===== config.mk =====
export PLATFORM = sky130hd
export DESIGN_NAME = spart_tx_sched
export DESIGN_NICKNAME = d
export VERILOG_FILES = /design/src/rtl/spart_tx_sched.sv
export SDC_FILE = /design/constraint.sdc
export NUM_CORES = 1
export LEC_CHECK = 0
export ABC_AREA = 1
export CAP_MARGIN = 20
export CORE_MARGIN = 4
export CORE_UTILIZATION = 30
export CTS_BUF_LIST = sky130_fd_sc_hd__clkbuf_2 sky130_fd_sc_hd__clkbuf_4 sky130_fd_sc_hd__clkbuf_8
export DETAILED_ROUTE_END_ITERATION = 12
export GPL_TIMING_DRIVEN = 0
export HOLD_SLACK_MARGIN = 0.08
export PLACE_DENSITY = 0.51
export SYNTH_ARGS = -nofsm -noshare
export SYNTH_HDL_FRONTEND = slang
export SYNTH_SLANG_ARGS = --single-unit
export TNS_END_PERCENT = 5

===== constraint.sdc =====
create_clock -name clk -period 2.2 [get_ports clk]
set_clock_uncertainty 0.1 [all_clocks]
set_input_delay 0.44 -clock clk [delete_from_list [all_inputs] [get_ports clk]]
set_output_delay 0.44 -clock clk [all_outputs]
set_load 0.005 [all_outputs]

===== src/rtl/spart_tx_sched.sv =====
// spart_tx_sched: SPART transmit controller (baud tick, TX FIFO, load/busy sequencing); optional irq via SPART_TX_IRQ_EN
module spart_tx_sched #(
   parameter int          DEPTH     = 4,
   parameter logic [15:0] DIV_RESET = 16'd325
) (
   input  logic       clk,
   input  logic       rst,
   input  logic       iocs,
   input  logic       iorw,
   input  logic [1:0] ioaddr,
   input  logic [7:0] bus_wdata,
   output logic [7:0] bus_rdata,
   output logic [7:0] tx_data,
   output logic       tx_start,
   output logic       tx_en,
`ifdef SPART_TX_IRQ_EN
   output logic       irq,
`endif
   input  logic       tx_tbr
);
   localparam int AW = $clog2(DEPTH);
   localparam logic [AW:0] ONE = 1;

   typedef enum logic [1:0] {IDLE, LAUNCH, WAIT_BUSY, WAIT_DONE} state_t;

   state_t      state;
   logic [7:0]  mem [DEPTH];
   logic [AW:0] wp, rp;
   logic [15:0] div, cnt, new_div;
   logic        ovr, wr, rd, push, pop, push_ok, empty, full, tbr_all, irq_bit;
   logic [7:0]  status;

   assign wr      = iocs & ~iorw;
   assign rd      = iocs & iorw;
   assign push    = wr && ioaddr == 2'b00;
   assign empty   = wp == rp;
   assign full    = (wp[AW] != rp[AW]) && (wp[AW-1:0] == rp[AW-1:0]);
   assign pop     = state == IDLE && !empty && tx_tbr;
   assign push_ok = push && (!full || pop);
   assign tbr_all = empty && state == IDLE && tx_tbr;
   assign new_div = ioaddr[0] ? {bus_wdata, div[7:0]} : {div[15:8], bus_wdata};
   assign status  = {4'b0, irq_bit, ovr, full, tbr_all};

   // Combinational read mux; idle bus reads as zero
   always_comb
      bus_rdata = !rd              ? 8'h00 :
                  ioaddr == 2'b01  ? status :
                  ioaddr == 2'b10  ? div[7:0] :
                  ioaddr == 2'b11  ? div[15:8] : 8'h00;

   // Divisor register and free-running baud down counter; a divisor write restarts the count
   always_ff @(posedge clk or posedge rst)
      if (rst) begin
         div   <= DIV_RESET;
         cnt   <= DIV_RESET;
         tx_en <= 1'b0;
      end else if (wr && ioaddr[1]) begin
         div   <= new_div;
         cnt   <= new_div;
         tx_en <= 1'b0;
      end else begin
         tx_en <= cnt == 16'd0 && div != 16'd0;
         cnt   <= cnt == 16'd0 ? div : cnt - 16'd1;
      end

   // FIFO storage; a push into a full FIFO only lands when the head is popped on the same edge
   always_ff @(posedge clk)
      if (push_ok) mem[wp[AW-1:0]] <= bus_wdata;

   // FIFO pointers and sticky overrun flag; a dropped byte beats a status-read clear
   always_ff @(posedge clk or posedge rst)
      if (rst) begin
         wp  <= '0;
         rp  <= '0;
         ovr <= 1'b0;
      end else begin
         if (push_ok) wp <= wp + ONE;
         if (pop) rp <= rp + ONE;
         ovr <= (push && !push_ok) ? 1'b1 : (rd && ioaddr == 2'b01) ? 1'b0 : ovr;
      end

   // Scheduler: pop one byte, strobe the load, then follow the transmitter busy/ready handshake
   always_ff @(posedge clk or posedge rst)
      if (rst) begin
         state    <= IDLE;
         tx_start <= 1'b0;
         tx_data  <= 8'h00;
      end else begin
         unique case (state)
            IDLE:
               if (pop) begin
                  tx_data  <= mem[rp[AW-1:0]];
                  tx_start <= 1'b1;
                  state    <= LAUNCH;
               end
            LAUNCH: begin
               tx_start <= 1'b0;
               state    <= WAIT_BUSY;
            end
            WAIT_BUSY: if (!tx_tbr) state <= WAIT_DONE;
            WAIT_DONE: if (tx_tbr) state <= IDLE;
         endcase
      end

`ifdef SPART_TX_IRQ_EN
   logic irq_en;
   assign irq_bit = irq_en;

   // Interrupt enable register and registered ready interrupt
   always_ff @(posedge clk or posedge rst)
      if (rst) begin
         irq_en <= 1'b0;
         irq    <= 1'b0;
      end else begin
         if (wr && ioaddr == 2'b01) irq_en <= bus_wdata[3];
         irq <= tbr_all & irq_en;
      end
`else
   assign irq_bit = 1'b0;
`endif

endmodule


======== Word-level counts from Yosys, hierarchy flattened ========
Memories as Yosys holds them, arrays and structs flattened. A register that Yosys moved wholly into a read port is not among the register bits.
Index checks and enable logic that the tools add are counted.
operators by class
  bitwise logic cells ..................... 3
  muxes and demuxes ....................... 18
  eq/ne operators ......................... 12
  reductions and logical operators ........ 24
  add/sub/neg operators ................... 3
operators by type and width
  operator                                              count
  2-to-1 mux 16 bit                                     3
  2-to-1 mux 8 bit                                      4
  logical NOT 16 bit                                    1
  nonzero test 16 bit                                   1
  subtractor 16 x 1 -> 16 bit (second input constant)   1
  logical AND 1 bit                                     11
  equality test 2 bit (second input constant)           4
  one-hot mux 2 bit (4 select lines)                    1
  adder 3 x 1 -> 3 bit (second input constant)          2
  2-to-1 mux 1 bit                                      6
  2-to-1 mux 2 bit                                      3
  inequality test 2 bit (second input constant)         3
  equality test 2 x 1 -> 1 bit (second input constant)  2
  logical NOT 2 bit                                     2
  AND reduction 2 bit                                   2
  nonzero test 2 bit                                    2
  equality test 3 bit                                   1
  logical NOT 1 bit                                     3
  AND reduction 3 bit                                   1
  bitwise AND 1 bit                                     2
  equality test 2 bit                                   1
  one-hot mux 1 bit (2 select lines)                    1
  logical OR 1 bit                                      1
  inequality test 1 bit                                 1
  inverter 1 bit                                        1
storage, ports and cells
  register bits ........................... 43
  memory bits (writable) .................. 32
  output and inout bits ................... 18
  memories kept ........................... 1
  logic and storage cells ................. 69
memory list
  name  depth  width  rd ports  clocked after Yosys merged registers in  wr ports  line  text
  mem   4      8      1         1                                        1         27    logic [7:0] mem [DEPTH];

======== Depth between registers and ports, before layout ========
  depth in word-level cells ............... 9
  depth in mapped cells ................... 11
  mapped depth without buffers ............ 9

======== Worst setup path before layout ========
Ideal clock, no wire load.
  path kind ............................... input-to-reg
  start ................................... input ioaddr[0]
  end ..................................... memory mem[0][0], enable pin
  data arrival time ....................... 1.419 ns
  slack ................................... 0.310 ns
  data required time ...................... 1.729 ns
  cell stages on the path ................. 4
  path through ............................ buf_2 -> nor3_2 -> nand2_2 -> nor2_1
on the way
  longest elaborated chain between the ends .. 5
ends and longest elaborated chain
  element                                 line  text
  start: declaration                      10    input logic [1:0] ioaddr,
  logical NOT 2 bit                       35    assign push = wr && ioaddr == 2'b00;
  logical AND 1 bit                       35
  logical AND 1 bit                       39    assign push_ok = push && (!full || pop);
  2-to-1 mux 1 bit                        68    if (push_ok) mem[wp[AW-1:0]] <= bus_wdata;
  2-to-1 mux 1 bit (not written as such)  68
  end: declaration                        27
Every way passes these cells.

======== Final worst setup path ========
  start ................................... input ioaddr[0]
  end ..................................... output bus_rdata[4]
on the way
  longest elaborated chain between the ends .. 5
  elaborated cells between the ends (all ways) .. 7
ends and longest elaborated chain
  element               line  text
  equality test 2 bit   49    ioaddr == 2'b11 ? div[15:8] : 8'h00;
  2-to-1 mux 8 bit      49
  2-to-1 mux 8 bit      48    ioaddr == 2'b10 ? div[7:0] :
  2-to-1 mux 8 bit (*)  47    ioaddr == 2'b01 ? status :
  2-to-1 mux 8 bit (*)  46    bus_rdata = !rd ? 8'h00 :
  end: declaration      12    output logic [7:0] bus_rdata,
Every way passes the cells marked *; elsewhere a longest branch is shown, timed or not.

==> flow_summary.ini <==
[worst_setup_path]
worstPathMaxFanout = 7
path_class = input pin to output pin
endpoint = bus_rdata[4]
required_ps = 1660
timing.rr.end = mem[3][0]$_DFFE_PP_
worstPathArrival_ps = 1730
cp-start-kind = input pin
reg2reg_from = rp[0]$_DFFE_PP0P_
cp-end-kind = output pin
rrSetupSlack_ps = 240
startpoint = ioaddr[0]
reg2reg_depth = 7

[run_status]
status = finished, violations left
failed_checks = setup timing

[global_routing]
grt_pass1_wl_um = 18600
grt_util_all_layers = 0.142
grt_pass1_vias = 3605
top_usage_layer = met2
grt_overflow_total = 0
use_met2 = 0.236
antenna_found_initial = 0
gr-usage-met1 = 0.185
grt_util_met3 = 0.0367
grt_max_degree = 42

[synth]
yosysSeqAreaShare = 0.510
yosys-top-cells-count = nand2_1, inv_1, nor2_1
avgSynthCellArea_um2 = 8.28
synth_cell_type_count = 34
ys.flop_type = dfrtp_1
ys_ff_latch = 83
synth.area.top_cells = dfrtp_1, edfxtp_1, nand2_1
synth_top_cell_by_area = dfrtp_1
synth_nets = 559
yosysMostFrequentCell = nand2_1
ys_warn_count = 0
synth.top_cell.area_share = 0.244
synth-async-reset-ratio = 0.614
synthCells = 532
netlist_area_mm2 = 0.00440
synth_edf_count = 32

[route]
vias = 3603
drc = 0
drtIter0Drc = 220
routed_via_density = 4.67
antenna_left = 0
wl_per_cell_um = 14.4
drt-total-wl_um = 11100
firstDrtPassIters = 5

[placement]
place_area_mm2 = 0.00497
dp.cells = 749
io_buffers = 32
gp_congestion = 0.877
place_hpwl_um = 8330

[pwr]
p_leak_nw = 2.41
clkPwrFrac = 0.193
power_mw = 5.91
p_seq_frac = 0.389
combPwrFrac = 0.418
p_int_mw = 3.54
p_per_area_mw_per_mm2 = 1110
p_switching_mw = 2.37
irDropWorstVdd_v = 0.000422
switching_share = 0.401

[clock_tree]
numCtsBuffers = 9
cts_max_path_buffers = 2
clock-root-buffer = clkbuf_8
h-tree-depth = 3
cts.hold.buffers_added = 0
clock_sinks = 83
clk_latency_ps = 380
tritoncts = done
clkTransAtPathRegs_ps = 90

[sta]
finalMaxSlewViolations = 0
period_share = 1.03
post-route-min-period_ps = 2270
finalSetupViolations = 2
rsz0062_at_grt = yes
slew_headroom = 0.678
postLayoutSetupSlackWorst_ps = -68.2
worst_pin_slew_ps = 482
max_freq_ghz = 0.441
hold_viol = 0

[floorplanning]
core-area_mm2 = 0.0145
ios = 33
start_util = 0.304
die_h_um = 129
die_width_um = 129
die-area_mm2 = 0.0167
rows = 44

[layout]
num-nets-final = 609
area_growth_pct = 21.3
instances_no_fill = 771
fillers = 1486
antenna_cells = 0
final_area_mm2 = 0.00534
drive_gt1_frac = 0.165

[hold_path]
min_path_type = input pin to asynchronous set/reset pin

[job]
cap_violations = 0
routing by layer:
layer  share of wire  wire length (um)  up-vias
met4           0.018               200        0
li1                -                 -     1822
met3           0.046               508       19
met2            0.48              5290       73
met5               0                 0        -
met1            0.46              5120     1689
what timing repair did:
action                                  4_1_cts  5_1_grt
resized for setup                            40       14
buffers inserted                              3        3
gates cloned                                  0        0
endpoints found under the setup margin       40       33
pin swaps                                     4        6
final cells by class:
| cell class | instances | area [um^2] | share of cell area |
|---|---|---|---|
| multi-input combinational | 381 | 1980 | 0.370 |
| tap | 184 | 230 | 0.0431 |
| clock buffer | 9 | 124 | 0.0232 |
| buffer | 12 | 87.6 | 0.0164 |
| inverter | 56 | 220 | 0.0412 |
| timing repair buffer | 39 | 379 | 0.0710 |
| sequential | 83 | 2250 | 0.421 |
| clock inverter | 7 | 75.1 | 0.0141 |
power groups by stage:
| stage | logic, mW | clock network (mW) | registers [mW] |
|---|---|---|---|
| floorplan | 1.62 | 0 | 2.26 |
| global placement | 2.22 | 0 | 2.32 |
| detailed placement | 2.25 | 0 | 2.33 |
| CTS | 2.37 | 1.18 | 2.30 |
| global route | 2.84 | 1.25 | 2.35 |
| finish | 2.47 | 1.14 | 2.30 |
registers in the layout, indices dropped and copies added, names as in the netlist:
register / count
mem: 32
cnt: 16
div: 16
tx_data: 8
rp: 3
wp: 3
state: 2
ovr: 1
tx_en: 1
tx_start: 1
cell families (layout without fill, tap and decap cells):
group,Yosys count,count (layout),share of synthesized area
simple gates,293,293,0.288
flops,83,83,0.510
compound gates,69,69,0.0841
buf+inv,68,123,0.0671
fa+ha+maj,12,12,0.0341
xor+xnor,6,6,0.0136
mux,1,1,0.00227
critical path: stages:
cell and delay (ps):
clkdlybuf4s15_2 250, buf_6 140, nand2_4 80, o22ai_1 170
inv_1 60, nor2_1 90, clkdlybuf4s50_1 510
through the flow:
stage | hold WS, ps | worst slack (ps) | setup TNS, ps | utilization
final | 207 | -68.2 | -129 | 0.369
after global routing | 206 | -134 | -743 | 0.369
after CTS | 202 | -147 | -566 | 0.364
after detailed placement | 367 | -721 | -24160 | 0.344
after global placement | 362 | -670 | -51390 | 0.342
after floorplan | 360 | 310 | 0 | -
worst min-delay path by stage:
stage	from	end	slack [ps]	depth (start not counted)
2_1_floorplan	div[10]$_DFFE_PP0P_	div[10]$_DFFE_PP0P_	360	2
3_3_place_gp	tx_data[7]$_DFFE_PP0P_	tx_data[7]$_DFFE_PP0P_	360	2
3_5_place_dp	tx_data[1]$_DFFE_PP0P_	tx_data[1]$_DFFE_PP0P_	370	2
4_1_cts	rst	cnt[3]$_DFF_PP0_	200	2
5_1_grt	rst	tx_en$_DFF_PP0_	210	2
6_report	rst	tx_en$_DFF_PP0_	210	2
cell usage in the layout, fill, tap and decap left out, types with 9 or more instances in the layout:
cell type	netlist	layout
nand2_1	183	176
inv_1	50	46
nor2_1	50	45
o21ai_0	45	44
dfrtp_1	43	43
edfxtp_1	32	32
nand3_1	27	27
clkdlybuf4s50_1	0	23
nor2_2	7	11
ha_1	12	11
nand2_2	6	10
o22ai_1	14	10
clkbuf_8	0	9
(Power assumes the default switching activity.)
